### config.mk
export PLATFORM = sky130hd
export DESIGN_NAME = branch_predict_unit
export DESIGN_NICKNAME = d
export VERILOG_FILES = /design/src/rtl/branch_predict_unit_pkg.sv /design/src/rtl/branch_predict_unit_btb.sv /design/src/rtl/branch_predict_unit.sv
export SDC_FILE = /design/constraint.sdc
export NUM_CORES = 1
export LEC_CHECK = 0
export CAP_MARGIN = 40
export CORE_UTILIZATION = 60
export DETAILED_ROUTE_END_ITERATION = 10
export GPL_TIMING_DRIVEN = 0
export PLACE_DENSITY = 0.81
export SYNTH_ARGS = -nofsm -noshare
export SYNTH_HDL_FRONTEND = slang
export SYNTH_SLANG_ARGS = --single-unit
### constraint.sdc
create_clock -name clk -period 5 [get_ports clk]
set_clock_uncertainty 0.1 [all_clocks]
set_input_delay 0.75 -clock clk [delete_from_list [all_inputs] [get_ports clk]]
set_output_delay 0.75 -clock clk [all_outputs]
set_load 0.02 [all_outputs]
### src/rtl/branch_predict_unit_pkg.sv
// Shared definitions for the branch prediction unit: jump opcodes,
// pipeline flush masks and 2-bit predictor counter states.
package branch_predict_unit_pkg;

    localparam int JUMP_BITS = 4;

    localparam logic [JUMP_BITS-1:0] JMP_OP_NOP = 4'd0;
    localparam logic [JUMP_BITS-1:0] JMP_OP_J   = 4'd1;
    localparam logic [JUMP_BITS-1:0] JMP_OP_JR  = 4'd2;
    localparam logic [JUMP_BITS-1:0] JMP_OP_JEQ = 4'd3;
    localparam logic [JUMP_BITS-1:0] JMP_OP_JNE = 4'd4;
    localparam logic [JUMP_BITS-1:0] JMP_OP_JZ  = 4'd5;
    localparam logic [JUMP_BITS-1:0] JMP_OP_JNZ = 4'd6;
    localparam logic [JUMP_BITS-1:0] JMP_OP_JL  = 4'd7;
    localparam logic [JUMP_BITS-1:0] JMP_OP_JLE = 4'd8;
    localparam logic [JUMP_BITS-1:0] JMP_OP_JG  = 4'd9;
    localparam logic [JUMP_BITS-1:0] JMP_OP_JGE = 4'd10;

    // One bit per pipeline register that can be flushed.
    localparam int NUM_PIPE_MASKS = 4;

    localparam logic [NUM_PIPE_MASKS-1:0] PIPE_REG_PC     = 4'b0001;
    localparam logic [NUM_PIPE_MASKS-1:0] PIPE_REG_IF_ID  = 4'b0010;
    localparam logic [NUM_PIPE_MASKS-1:0] PIPE_REG_ID_EX  = 4'b0100;
    localparam logic [NUM_PIPE_MASKS-1:0] PIPE_REG_EX_MEM = 4'b1000;
    localparam logic [NUM_PIPE_MASKS-1:0] PIPE_FLUSH_ALL  =
        PIPE_REG_EX_MEM | PIPE_REG_ID_EX | PIPE_REG_IF_ID | PIPE_REG_PC;

    // 2-bit saturating predictor states; bit 1 is the taken prediction.
    localparam logic [1:0] BP_CTR_SNT = 2'd0;
    localparam logic [1:0] BP_CTR_WNT = 2'd1;
    localparam logic [1:0] BP_CTR_WT  = 2'd2;
    localparam logic [1:0] BP_CTR_ST  = 2'd3;

    function automatic logic [1:0] bp_ctr_next(input logic [1:0] ctr, input logic taken);
        if (taken) begin
            return (ctr == BP_CTR_ST) ? BP_CTR_ST : ctr + 2'd1;
        end
        return (ctr == BP_CTR_SNT) ? BP_CTR_SNT : ctr - 2'd1;
    endfunction

endpackage

### src/rtl/branch_predict_unit_btb.sv
// Direct-mapped branch target buffer storage. Two asynchronous read ports
// (fetch lookup and EX-stage update lookup), one synchronous write port,
// and a synchronous invalidate-all that takes priority over the write.
module bp_btb
    import branch_predict_unit_pkg::*;
#(
    parameter int ADDR_WIDTH = 16,
    parameter int ENTRIES    = 16
) (
    input  logic                                  clk,
    input  logic                                  rst_n,
    input  logic                                  clear_i,
    input  logic [$clog2(ENTRIES)-1:0]            rd_idx_i,
    output logic                                  rd_valid_o,
    output logic [ADDR_WIDTH-$clog2(ENTRIES)-1:0] rd_tag_o,
    output logic [ADDR_WIDTH-1:0]                 rd_target_o,
    output logic [1:0]                            rd_ctr_o,
    input  logic [$clog2(ENTRIES)-1:0]            up_idx_i,
    output logic                                  up_valid_o,
    output logic [ADDR_WIDTH-$clog2(ENTRIES)-1:0] up_tag_o,
    output logic [ADDR_WIDTH-1:0]                 up_target_o,
    output logic [1:0]                            up_ctr_o,
    input  logic                                  wr_en_i,
    input  logic [$clog2(ENTRIES)-1:0]            wr_idx_i,
    input  logic [ADDR_WIDTH-$clog2(ENTRIES)-1:0] wr_tag_i,
    input  logic [ADDR_WIDTH-1:0]                 wr_target_i,
    input  logic [1:0]                            wr_ctr_i
);

    localparam int IDX_BITS = $clog2(ENTRIES);
    localparam int TAG_BITS = ADDR_WIDTH - IDX_BITS;

    logic [ENTRIES-1:0]    valid_q;
    logic [TAG_BITS-1:0]   tag_q    [ENTRIES];
    logic [ADDR_WIDTH-1:0] target_q [ENTRIES];
    logic [1:0]            ctr_q    [ENTRIES];

    assign rd_valid_o  = valid_q[rd_idx_i];
    assign rd_tag_o    = tag_q[rd_idx_i];
    assign rd_target_o = target_q[rd_idx_i];
    assign rd_ctr_o    = ctr_q[rd_idx_i];

    assign up_valid_o  = valid_q[up_idx_i];
    assign up_tag_o    = tag_q[up_idx_i];
    assign up_target_o = target_q[up_idx_i];
    assign up_ctr_o    = ctr_q[up_idx_i];

    // Storage update: reset to weak-not-taken, clear wins over a same-cycle write.
    always_ff @(posedge clk or negedge rst_n) begin
        if (!rst_n) begin
            valid_q <= '0;
            for (int i = 0; i < ENTRIES; i++) begin
                tag_q[i]    <= '0;
                target_q[i] <= '0;
                ctr_q[i]    <= BP_CTR_WNT;
            end
        end else if (clear_i) begin
            valid_q <= '0;
        end else if (wr_en_i) begin
            valid_q[wr_idx_i]  <= 1'b1;
            tag_q[wr_idx_i]    <= wr_tag_i;
            target_q[wr_idx_i] <= wr_target_i;
            ctr_q[wr_idx_i]    <= wr_ctr_i;
        end
    end

endmodule

### src/rtl/branch_predict_unit.sv
// Branch prediction and resolution unit: fetch-stage BTB prediction,
// EX-stage resolution (flush mask, redirect address), BTB update policy
// and wrap-around performance counters.
module branch_predict_unit
    import branch_predict_unit_pkg::*;
#(
    parameter int ADDR_WIDTH  = 16,
    parameter int BTB_ENTRIES = 16,
    parameter int CNT_WIDTH   = 32
) (
    input  logic                      clk,
    input  logic                      reset,
    input  logic [ADDR_WIDTH-1:0]     pc,
    output logic                      take_branch,
    output logic [ADDR_WIDTH-1:0]     branch_predict,
    input  logic [JUMP_BITS-1:0]      jop,
    input  logic                      zero,
    input  logic                      less,
    input  logic                      greater,
    input  logic [ADDR_WIDTH-1:0]     id_ex_pc,
    input  logic [ADDR_WIDTH-1:0]     id_ex_reg_address,
    input  logic [ADDR_WIDTH-1:0]     id_ex_imm_address,
    input  logic                      branch_taken,
    input  logic [ADDR_WIDTH-1:0]     branch_taken_address,
    input  logic                      ex_stall,
    input  logic                      btb_clear,
    output logic [NUM_PIPE_MASKS-1:0] flush,
    output logic [ADDR_WIDTH-1:0]     jump_address,
    output logic [CNT_WIDTH-1:0]      branch_count,
    output logic [CNT_WIDTH-1:0]      mispredict_count
);

    localparam int IDX_BITS = $clog2(BTB_ENTRIES);
    localparam int TAG_BITS = ADDR_WIDTH - IDX_BITS;

    logic                  rd_valid, up_valid;
    logic [TAG_BITS-1:0]   rd_tag, up_tag;
    logic [ADDR_WIDTH-1:0] rd_target, up_target;
    logic [1:0]            rd_ctr, up_ctr;

    logic                  wr_en;
    logic [TAG_BITS-1:0]   wr_tag;
    logic [ADDR_WIDTH-1:0] wr_target;
    logic [1:0]            wr_ctr;

    logic                  is_cond, is_jr, is_j, is_branch, branch_cond;
    logic                  actual_taken, mispredict, upd_en, up_hit;
    logic [ADDR_WIDTH-1:0] actual_target;

    logic [CNT_WIDTH-1:0]  branch_count_q, branch_count_d;
    logic [CNT_WIDTH-1:0]  mispredict_count_q, mispredict_count_d;

    bp_btb #(
        .ADDR_WIDTH (ADDR_WIDTH),
        .ENTRIES    (BTB_ENTRIES)
    ) u_btb (
        .clk         (clk),
        .rst_n       (reset),
        .clear_i     (btb_clear),
        .rd_idx_i    (pc[IDX_BITS-1:0]),
        .rd_valid_o  (rd_valid),
        .rd_tag_o    (rd_tag),
        .rd_target_o (rd_target),
        .rd_ctr_o    (rd_ctr),
        .up_idx_i    (id_ex_pc[IDX_BITS-1:0]),
        .up_valid_o  (up_valid),
        .up_tag_o    (up_tag),
        .up_target_o (up_target),
        .up_ctr_o    (up_ctr),
        .wr_en_i     (wr_en),
        .wr_idx_i    (id_ex_pc[IDX_BITS-1:0]),
        .wr_tag_i    (wr_tag),
        .wr_target_i (wr_target),
        .wr_ctr_i    (wr_ctr)
    );

    // Fetch prediction; the storage resets to zero so outputs are 0 in reset.
    assign take_branch    = rd_valid && (rd_tag == pc[ADDR_WIDTH-1:IDX_BITS]) && (rd_ctr >= BP_CTR_WT);
    assign branch_predict = rd_target;

    // Opcode decode into branch class and condition outcome.
    always_comb begin
        is_cond     = 1'b0;
        is_jr       = 1'b0;
        is_j        = 1'b0;
        branch_cond = 1'b0;
        case (jop)
            JMP_OP_JEQ, JMP_OP_JZ:  begin is_cond = 1'b1; branch_cond = zero;           end
            JMP_OP_JNE, JMP_OP_JNZ: begin is_cond = 1'b1; branch_cond = !zero;          end
            JMP_OP_JL:              begin is_cond = 1'b1; branch_cond = less;           end
            JMP_OP_JLE:             begin is_cond = 1'b1; branch_cond = less | zero;    end
            JMP_OP_JG:              begin is_cond = 1'b1; branch_cond = greater;        end
            JMP_OP_JGE:             begin is_cond = 1'b1; branch_cond = greater | zero; end
            JMP_OP_JR:              is_jr = 1'b1;
            JMP_OP_J:               is_j  = 1'b1;
            default:                ;
        endcase
    end

    assign is_branch     = is_cond | is_jr;
    assign actual_taken  = is_jr | (is_cond & branch_cond);
    assign actual_target = is_jr ? id_ex_reg_address : id_ex_imm_address;
    assign mispredict    = is_branch &&
                           ((branch_taken != actual_taken) ||
                            (branch_taken && actual_taken && (branch_taken_address != actual_target)));

    // Flush mask and redirect; a wrongly-predicted-taken branch resumes at the fall-through PC.
    always_comb begin
        flush        = '0;
        jump_address = actual_target;
        if (is_branch) begin
            if (mispredict) begin
                flush = PIPE_FLUSH_ALL;
            end else if (actual_taken) begin
                flush = PIPE_REG_EX_MEM;
            end
            if (branch_taken && !actual_taken) begin
                jump_address = id_ex_pc + ADDR_WIDTH'(1);
            end
        end else if (is_j) begin
            flush = PIPE_REG_EX_MEM;
        end
    end

    assign upd_en = is_branch && !ex_stall;
    assign up_hit = up_valid && (up_tag == id_ex_pc[ADDR_WIDTH-1:IDX_BITS]);

    // BTB update policy: train on hit, allocate weak-taken on a taken miss.
    always_comb begin
        wr_en     = 1'b0;
        wr_tag    = id_ex_pc[ADDR_WIDTH-1:IDX_BITS];
        wr_target = up_target;
        wr_ctr    = up_ctr;
        if (upd_en) begin
            if (up_hit) begin
                wr_en  = 1'b1;
                wr_ctr = bp_ctr_next(up_ctr, actual_taken);
                if (actual_taken) begin
                    wr_target = actual_target;
                end
            end else if (actual_taken) begin
                wr_en     = 1'b1;
                wr_target = actual_target;
                wr_ctr    = BP_CTR_WT;
            end
        end
    end

    // Performance counter next state; both wrap naturally at 2^CNT_WIDTH.
    always_comb begin
        branch_count_d     = branch_count_q;
        mispredict_count_d = mispredict_count_q;
        if (upd_en) begin
            branch_count_d = branch_count_q + CNT_WIDTH'(1);
            if (mispredict) begin
                mispredict_count_d = mispredict_count_q + CNT_WIDTH'(1);
            end
        end
    end

    // Performance counter registers.
    always_ff @(posedge clk or negedge reset) begin
        if (!reset) begin
            branch_count_q     <= '0;
            mispredict_count_q <= '0;
        end else begin
            branch_count_q     <= branch_count_d;
            mispredict_count_q <= mispredict_count_d;
        end
    end

    assign branch_count     = branch_count_q;
    assign mispredict_count = mispredict_count_q;

endmodule

==> impl_metrics.csv, run 1 <==
group,metric,value,unit
outcome,status,"finished, violations left",
outcome,violations,"negative setup slack",
worst_hold_path,hold_class,"in2async",
synth,seq_area_frac_synth,0.459,
place,dp.cells,2954,
synth,yosysWarningCount,0,
worst_setup_path,critPathKind,"in2out",
clock_network,cts_tree,"yes",
route,first_iter_violations,2437,
grt,antenna_found_initial,1,
synth,yosysUniqueCellTypes,60,
finish,area.sequential,0.0140,mm^2
clock_network,cts_sinks,560,
synth,avgSynthCellArea,14.9,um^2
worst_setup_path,worstSetupEndpointType,"output pin",
worst_setup_path,worstPathMaxFanout,10,
clock_network,clk_latency,0.64,ns
synth,synthSimpleGateAreaFrac,0.0445,
synth,yosys.area.top_type,"dfrtp_1",
synth,synth_area_leaders,"dfrtp_1, mux4_2, mux2_2",
worst_setup_path,r2r_slack,0.96,ns
synth,synth_edf_count,0,
floorplanning,die-area,0.0519,mm^2
worst_setup_path,r2r_end,"u_btb.target_q[45]$_DFFE_PN0P_",
synth,synth_nets,2159,
synth,synthArstFlopShare,1.00,
grt,grt_pass1_wl,145,mm
timing,period_share,1.01,
synth,synthMuxAreaShare,0.398,
finish,layout.nets,2460,
synth,yosysMostFrequentCell,"dfrtp_1",
worst_setup_path,r2r_cells,10,
synth,synthAdderAreaFrac,0.00360,
timing,worst_pin_slew,0.932,ns
finish,fillerInstances,3136,
flow_run,drv_cap,0,
floorplanning,die_h,228,um
route,vias_per_cell,6.95,
clock_network,htreeDepth,2,
worst_setup_path,critPathArrivalTime,4.19,ns
floorplanning,ioPinCount,193,
synth,synth_common_cells,"dfrtp_1, mux2_2, mux4_2",
route,avgRoutedWirePerCell,31.5,um
synth,synth_ff_type,"dfrtp_1",
timing,timing.hold.ws,0.0698,ns
clock_network,holdBufCountCts,0,
clock_network,clkTransAtPathRegs,0.06,ns
finish,multiInputGateArea,0.0156,mm^2
synth,netlist_area,0.0306,mm^2
grt,grtUsageTotal,0.381,
synth,synth_compound_area_frac,0.0216,
clock_network,numCtsBuffers,58,
route,vias,21400,
route,drt_wl_total,97.1,mm
grt,overflow,0,
place,hpwl,66.3,mm
timing,max_freq,0.198,GHz
synth,synth_top_area_frac,0.445,
timing,post-route-min-period,5.04,ns
timing,setup_viol,3,
clock_network,clk_path_buf_depth,3,
timing,slew_viol_final,0,
finish,final_cells,3079,
power,powerDensity,302,mW/mm^2
route,first_pass_iters,5,
worst_setup_path,startpoint_type,"input pin",
floorplanning,rows,82,
synth,ys_seq_elements,560,
timing,layout_setup_ws,-0.0381,ns
finish,drive_above_1_share,0.437,
place,port_buffers,186,
timing,finalHoldViolCount,0,
floorplanning,core,0.0502,mm^2
synth,synthCells,2059,
timing,timing.slew.headroom,0.379,
grt,grt_pass1_vias,22600,
worst_setup_path,cp.required,4.15,ns
route,drc,0,
floorplanning,die_w,228,um
place,globalplace.congestion,0.970,
route,drtAntennaViolNets,0,
finish,area_growth,18.4,%
power,ir_drop,0.289,mV
floorplanning,start_util,0.610,
synth,synth_top_family_by_area,"multiplexers",
grt,grt_max_degree,130,
worst_setup_path,r2r-start,"u_btb.tag_q[75]$_DFFE_PN0P_",
clock_network,clockRootBuffer,"clkbuf_16",
power,p_leak,16.3,nW
synth,synth_xor_area_frac,0.0358,
==> area by class of cell <==
cell class,count,share of cell area
Multi-Input combinational cell,1289,0.432
Sequential cell,560,0.387
Timing Repair Buffer,244,0.0707
Clock buffer,87,0.0469
Buffer,180,0.0318
Tap cell,672,0.0232
Clock inverter,19,0.00515
Inverter,27,0.00280
Antenna cell,1,0.0000691
==> worst max-delay path by stage <==
stage | slack, ns | from | depth (start not counted) | end
after floorplan | 0.46 | pc[0] | 9 | take_branch
after global placement | -20.92 | reset | 1 | u_btb.target_q[67]$_DFFE_PN0P_
after detailed placement | -1.31 | jop[2] | 13 | flush[3]
after CTS | 0.04 | id_ex_pc[1] | 11 | jump_address[11]
after global routing | -0.07 | id_ex_pc[3] | 13 | jump_address[13]
final | -0.04 | id_ex_pc[3] | 12 | jump_address[3]
==> cell families (layout without fill, tap and decap cells) <==
kind of cell    count (synthesis)  in the layout
mux                           809            809
flops                         560            560
simple gates                  240            240
buf+inv                       210            557
xor+xnor                      125            125
compound gates                106            106
fa+ha+maj                       9              9
other cells                     0              1
==> critical path, cell delays in order <==
cell and delay, ns:
clkdlybuf4s50_1 0.53, buf_4 0.24, buf_4 0.27, buf_4 0.28
buf_4 0.31, buf_2 0.31, buf_6 0.20, a21oi_1 0.07
a21oi_2 0.30, nor2_1 0.09, a21oi_1 0.17, clkdlybuf4s50_1 0.64
==> sequential cells by signal, indices dropped and copies added, names as in the netlist <==
register          flops
mispredict_count     32
u_btb.target_q      256
u_btb.ctr_q          32
u_btb.tag_q         192
u_btb.valid_q        16
branch_count         32
==> where the power goes <==
group	switching [W]	internal (W)
clock	0.00186	0.00249
sequential	0.000207	0.00476
combinational	0.000865	0.000771
total	0.00293	0.00802
==> through the flow <==
step	total power [W]	TNS, ns	utilization	cell area [um^2]	setup slack [ns]
CTS	0.0109	0	0.718	36000	0.0377
global placement	0.00652	-	0.663	33300	-20.92
global route	0.0113	-0.104	0.722	36200	-0.0725
detailed placement	0.00661	-451.19	0.674	33800	-1.31
finish	0.0110	-0.0764	0.722	36200	-0.0381
floorplan	0.00589	0	-	30600	0.459
==> cells in the final DEF (no fill, tap or decap), types with 10 or more instances in the layout <==
cell type and count:
dfstp_2 16, dfrtp_1 544, clkinv_2 13, mux2i_4 12, mux2_2 474, clkbuf_16 58, o21ai_0 41, xor2_1 29
clkbuf_1 81, nand4_1 27, nor2_1 42, nand3_1 41, mux2i_1 27, nor2b_1 10, and3_1 14, nand4_4 10
xnor2_1 92, clkdlybuf4s50_1 178, buf_8 14, buf_1 14, clkbuf_4 11, mux4_2 266, buf_4 39, buf_6 40
clkbuf_8 26, nand2_1 58, inv_1 26, buf_2 27, a21oi_1 20, mux2_1 21
==> repair_timing <==
| item | in CTS | in global routing |
|---|---|---|
| setup endpoints to repair | 439 | 257 |
| buffers inserted | 8 | 11 |
| gates resized for setup | 76 | 34 |
| pin swaps | 4 | 7 |
==> metal layers <==
layer	global-route usage	vias to the layer above	part of all wire	wire length (um)
li1	-	8460	-	-
met1	0.485	11200	0.36	35100
met2	0.585	1343	0.46	45100
met3	0.107	409	0.10	10100
met4	0.230	0	0.070	6840
met5	0	-	0	0
(Power assumes the default switching activity.)
==> run 2, diff against run 1 <==
CORE_UTILIZATION = 25   (was 60)
PLACE_DENSITY = unset   (was 0.81)
==> run 2 against run 1 <==
  * The flow now finishes without violations
  * Clock power rose by 19%
  * Power up 7.7%
  * Critical path depth unchanged
  * Critical path type unchanged
  * Largest power group is now the clock network
  * Highest routed layer unchanged
==> impl_metrics.csv, run 2 (synthesis results as in run 1) <==
group,metric,value,unit
outcome,status,"complete, no violations",
route,first_iter_violations,1810,
floorplanning,die-area,0.124,mm^2
worst_hold_path,hold_class,"reg2reg",
worst_setup_path,worstPathCellList,"clkdlybuf4s50_1 > buf_4 > buf_6 > and2_2 > clkbuf_8 > nand4_1 > nor2_2 > nand2_1 > xnor2_1 > nor2_1 > a21oi_1 > clkdlybuf4s50_1",
finish,final_util,0.316,
place,hpwl,73.9,mm
finish,layout_commonest_cell,"dfrtp_1",
worst_setup_path,worstPathMaxFanout,10,
power,ir_drop,0.235,mV
power,seq_power_share,0.421,
worst_setup_path,startpoint_type,"input pin",
clock_network,clk_path_buf_depth,3,
route,vias_per_cell,5.08,
grt,grtUsageTotal,0.169,
floorplanning,core,0.121,mm^2
worst_setup_path,critPathKind,"in2out",
route,avgRoutedWirePerCell,25.8,um
timing,worst_pin_slew,0.923,ns
clock_network,clockRootBuffer,"clkbuf_16",
timing,slew_viol_final,0,
power,combinationalPowerShare,0.141,
power,p_int,0.00865,W
worst_setup_path,critPathArrivalTime,4.10,ns
grt,antenna_found_initial,5,
route,drc,0,
finish,largest_reg_flops,256,
power,switchingPower,0.00315,W
finish,layout.nets,2481,
clock_network,cts_tree,"yes",
finish,drive_above_1_share,0.448,
worst_setup_path,cp_slowest_cell,"clkdlybuf4s50_1",
route,drt_wl_total,104,mm
timing,post-route-min-period,4.95,ns
grt,grt_pass1_vias,20500,
clock_network,clkTransAtPathRegs,0.05,ns
route,first_pass_iters,5,
worst_setup_path,worstSetupEndpointType,"output pin",
grt,overflow,0,
power,swShare,0.267,
finish,top_register,"u_btb.target_q",
power,total_power,0.0118,W
finish,layout_common_cells,"dfrtp_1, mux2_2, mux4_2",
floorplanning,start_util,0.254,
timing,timing.slew.headroom,0.384,
timing,max_freq,0.202,GHz
worst_setup_path,crit_path_frequent_cell,"clkdlybuf4s50_1",
power,clkPwrFrac,0.438,
floorplanning,rows,127,
worst_setup_path,max_stage_delay,0.64,ns
clock_network,cts_sinks,560,
clock_network,htreeDepth,3,
grt,grt_pass1_wl,151,mm
timing,timing.hold.ws,0.361,ns
route,drtAntennaViolNets,0,
power,powerDensity,309,mW/mm^2
timing,finalHoldViolCount,0,
finish,final_cells,4044,
finish,area_growth,24.6,%
grt,grt_max_degree,118,
timing,setup_viol,0,
clock_network,clk_latency,0.64,ns
route,vias,20600,
finish,largestRegisters,"u_btb.target_q: 256 flops, u_btb.tag_q: 192 flops",
place,globalplace.congestion,0.867,
place,dp.cells,3908,
power,p_leak,16.7,nW
place,port_buffers,186,
timing,fin_tns_setup,0,ns
clock_network,numCtsBuffers,67,
floorplanning,die_w,352,um
worst_setup_path,cp.required,4.15,ns
floorplanning,die_h,352,um
timing,grt_setup_unrepaired,"true",
flow_run,drv_cap,0,
floorplanning,ioPinCount,193,
timing,period_share,0.991,
## run 2: worst paths after layout
check                                        startpoint                         endpoint  slack, ns  cells past startpoint
max reg2reg                 u_btb.tag_q[75]$_DFFE_PN0P_     u_btb.tag_q[155]$_DFFE_PN0P_       1.16                      9
min in group asynchronous                         reset     u_btb.tag_q[185]$_DFFE_PN0P_       0.56                      2
min                        branch_count[31]$_DFFE_PN0P_     branch_count[31]$_DFFE_PN0P_       0.36                      1
max                                         id_ex_pc[3]                 jump_address[10]       0.05                     12
max in group asynchronous                         reset  u_btb.target_q[102]$_DFFE_PN0P_       2.79                      4
min reg2reg                branch_count[31]$_DFFE_PN0P_     branch_count[31]$_DFFE_PN0P_       0.36                      1
## run 2: power groups by stage
stage	clock network [W]	logic (W)	registers, W
global placement	0	0.00155	0.00505
floorplan	0	0.000861	0.00503
global route	0.00543	0.00177	0.00500
finish	0.00516	0.00166	0.00497
detailed placement	0	0.00162	0.00504
CTS	0.00526	0.00167	0.00496
## run 2: layout make-up
class,count,area [um^2]
Buffer,180,1250
Clock inverter,19,352
Sequential cell,560,14000
Inverter,27,101
Tap cell,1612,2020
Antenna cell,1,2.50
Multi-Input combinational cell,1289,15600
Fill cell,11900,82500
Clock buffer,100,1950
Timing Repair Buffer,256,2750
## run 2: critical path: cells and delay by family
family,cells,cell delay (ns)
xor gates and xnor gates,1,0.22
AOI/OAI and AO/OA,1,0.16
and+or+nand+nor,5,0.94
buffers and inverters,5,2.01
## run 2: what timing repair did
item                       CTS  global route
hold buffers                 1             0
pin swaps                    6             4
setup buffers               15             1
setup endpoints to repair  488           486
hold endpoints to repair    59             0
cloned                       1             0
gates resized for setup    104            71
## run 2: metal layers
metal	global-route usage	vias to the layer above	routed length, um	part of all wire
li1	-	8508	-	-
met1	0.238	11000	46300	0.44
met2	0.259	878	47100	0.45
met3	0.0363	164	7930	0.076
met4	0.0507	0	2860	0.027
met5	0	-	0	0
## run 2: stage by stage
stage | area, um^2 | setup WS (ns)
after detailed placement | 35200 | -1.94
after floorplan | 30600 | 0.459
after CTS | 38000 | -0.148
final | 38100 | 0.0450
after global placement | 34500 | -23.07
after global routing | 38100 | -0.0541
==> run 3, diff against run 2 <==
CORE_ASPECT_RATIO = 0.8   (was unset)
DONT_BUFFER_PORTS = 1   (was unset)
==> run 3 against run 2 <==
  * Sequential cell count stayed put
  * Setup slack better by 0.099 ns
  * Sequential share of layout area is 2.4 points higher
  * Largest cell class unchanged
  * Non-clock buffer count is 179 lower
  * Hold slack worse by 0.32 ns
  * Combinational power is 15% lower
  * Register-to-register slack worse by 0.15 ns
  * Clock power is 7.4% lower
  * Utilization is 2.0 points lower
  * Critical endpoint is now branch_predict[0]
  * Global-route usage hardly changed
  * Cell count is 4.4% lower
  * Largest power group is now registers
  * Via count is 2.7% lower
==> impl_metrics.csv, run 3 (synthesis results as in run 1) <==
group,metric,value,unit
finish,fillerInstances,12100,
finish,top_register,"u_btb.target_q",
worst_setup_path,r2r_end,"u_btb.tag_q[182]$_DFFE_PN0P_",
timing,post-route-min-period,4.86,ns
worst_setup_path,startpoint_type,"input pin",
finish,area_growth,17.0,%
worst_setup_path,worstPathCellList,"clkbuf_1 > buf_2 > clkbuf_1 > clkbuf_1 > buf_8 > mux4_2 > mux4_2",
route,drc,0,
route,dr_wl_met3,12.3,mm
flow_run,drv_cap,0,
power,ir_drop,0.303,mV
finish,multiInputGateArea,0.0156,mm^2
timing,period_share,0.971,
finish,final_cells,3865,
finish,layout_commonest_cell,"dfrtp_1",
worst_setup_path,r2r_slack,1.01,ns
clock_network,numCtsBuffers,60,
floorplanning,die-area,0.124,mm^2
clock_network,cts_sinks,560,
worst_setup_path,r2r-start,"u_btb.tag_q[86]$_DFFE_PN0P_",
route,wl_met2,44.7,mm
worst_setup_path,cp_slowest_cell,"mux4_2",
worst_setup_path,worstSetupEndpointType,"output pin",
clock_network,cts_tree,"yes",
grt,grt_max_degree,561,
place,dp.cells,3735,
grt,overflow,0,
power,p_leak,15.7,nW
clock_network,clockRootBuffer,"clkbuf_16",
floorplanning,core,0.121,mm^2
timing,grt_setup_unrepaired,"false",
worst_setup_path,critPathKind,"in2out",
timing,setup_viol,0,
clock_network,clk_latency,0.67,ns
floorplanning,ioPinCount,193,
route,drt_wl_total,105,mm
worst_setup_path,crit_path_frequent_cell,"clkbuf_1",
worst_setup_path,worstPathMaxFanout,10,
grt,grt_pass1_vias,20000,
route,vias_per_cell,5.17,
timing,slew_viol_final,0,
finish,largestRegisters,"u_btb.target_q: 256 flops, u_btb.tag_q: 192 flops",
grt,antenna_found_initial,3,
route,avgRoutedWirePerCell,27.2,um
route,drtAntennaViolNets,0,
route,wl_met1,44.5,mm
finish,largest_reg_flops,256,
timing,worst_pin_slew,1.03,ns
route,first_pass_iters,5,
place,hpwl,72.9,mm
worst_setup_path,cp.required,4.15,ns
place,globalplace.congestion,0.903,
grt,grtUsageTotal,0.169,
power,powerDensity,314,mW/mm^2
worst_setup_path,path_buf_inv,5,
floorplanning,rows,114,
finish,area.sequential,0.0140,mm^2
finish,layout.nets,2295,
worst_setup_path,crit_family,"buffers and inverters",
worst_hold_path,hold_class,"in2async",
timing,finalHoldViolCount,0,
timing,timing.slew.headroom,0.316,
worst_setup_path,critPathArrivalTime,4.01,ns
clock_network,htreeDepth,2,
floorplanning,die_w,393,um
worst_setup_path,max_stage_delay,0.66,ns
route,top_layer_used,"met5",
finish,final_util,0.295,
floorplanning,start_util,0.253,
floorplanning,die_h,315,um
worst_setup_path,r2r_cells,10,
clock_network,clkTransAtPathRegs,0.06,ns
grt,grt_pass1_wl,150,mm
place,post-place-ws,-1.56,ns
route,vias,20000,
outcome,status,"complete, no violations",
finish,finalInstanceArea,0.0358,mm^2
finish,drive_above_1_share,0.472,
finish,layout_common_cells,"dfrtp_1, mux2_2, mux4_2",
timing,max_freq,0.206,GHz
place,place_area,0.0332,mm^2
timing,layout_setup_ws,0.144,ns
route,first_iter_violations,2167,
place,port_buffers,0,
clock_network,clk_path_buf_depth,3,
-- run 3: cell types whose count changed in the layout (fill, tap and decap cells not counted), sizes merged, moves of 2 or more --
cell           previous run  this run
dlygate4sd2               7         0
buf                     146       167
clkdlybuf4s15             2         0
clkdlybuf4s50           171         0
clkbuf                  202       166
dlymetal6s2s              5         0
clkinv                    9        16
-- run 3: layer usage --
metal	vias up	global-route usage
met1	10700	0.229
li1	8117	-
met4	8	0.0542
met3	197	0.0684
met5	-	0
met2	1001	0.242
-- run 3: worst max-delay path by stage --
stage / from / to / slack, ns / cells after the start
4_1_cts: jop[0] / flush[3] / -0.12 / 13
2_1_floorplan: pc[0] / take_branch / 0.46 / 9
3_5_place_dp: jop[1] / flush[3] / -1.56 / 13
6_report: pc[1] / branch_predict[0] / 0.14 / 7
5_1_grt: jop[1] / flush[3] / 0.002 / 14
3_3_place_gp: jop[1] / flush[3] / -3.54 / 11
-- run 3: final cells by class --
class,count,share of cell area
multi-input combinational,1289,0.435
clock buffer,78,0.0467
sequential,560,0.392
antenna,1,0.0000699
inverter,27,0.00283
timing repair buffer,76,0.0244
clock inverter,29,0.0112
buffer,181,0.0307
tap,1624,0.0568
-- run 3: through the flow --
stage | hold slack [ns] | TNS (ns) | total power (W)
3_5_place_dp | 0.403 | -162.37 | 0.00637
4_1_cts | -0.305 | -0.119 | 0.0112
6_report | 0.0368 | 0 | 0.0112
3_3_place_gp | 0.391 | -284.95 | 0.00630
5_1_grt | 0.0990 | 0 | 0.0116
2_1_floorplan | 0.354 | 0 | 0.00589
-- run 3: where the power goes --
part | leakage, nW | internal [W] | switching, W
Combinational | 7.05 | 0.000626 | 0.000785
Sequential | 7.66 | 0.00476 | 0.000280
Clock | 1.03 | 0.00277 | 0.00201
Total | 15.7 | 0.00815 | 0.00307
-- run 3: what timing repair did --
action / CTS / global route
pin swaps: 5 / 6
buffers inserted: 3 / 5
gates cloned: 1 / 0
setup endpoints to repair: 51 / 160
hold endpoints to repair: 544 / 33
resized for setup: 37 / 18
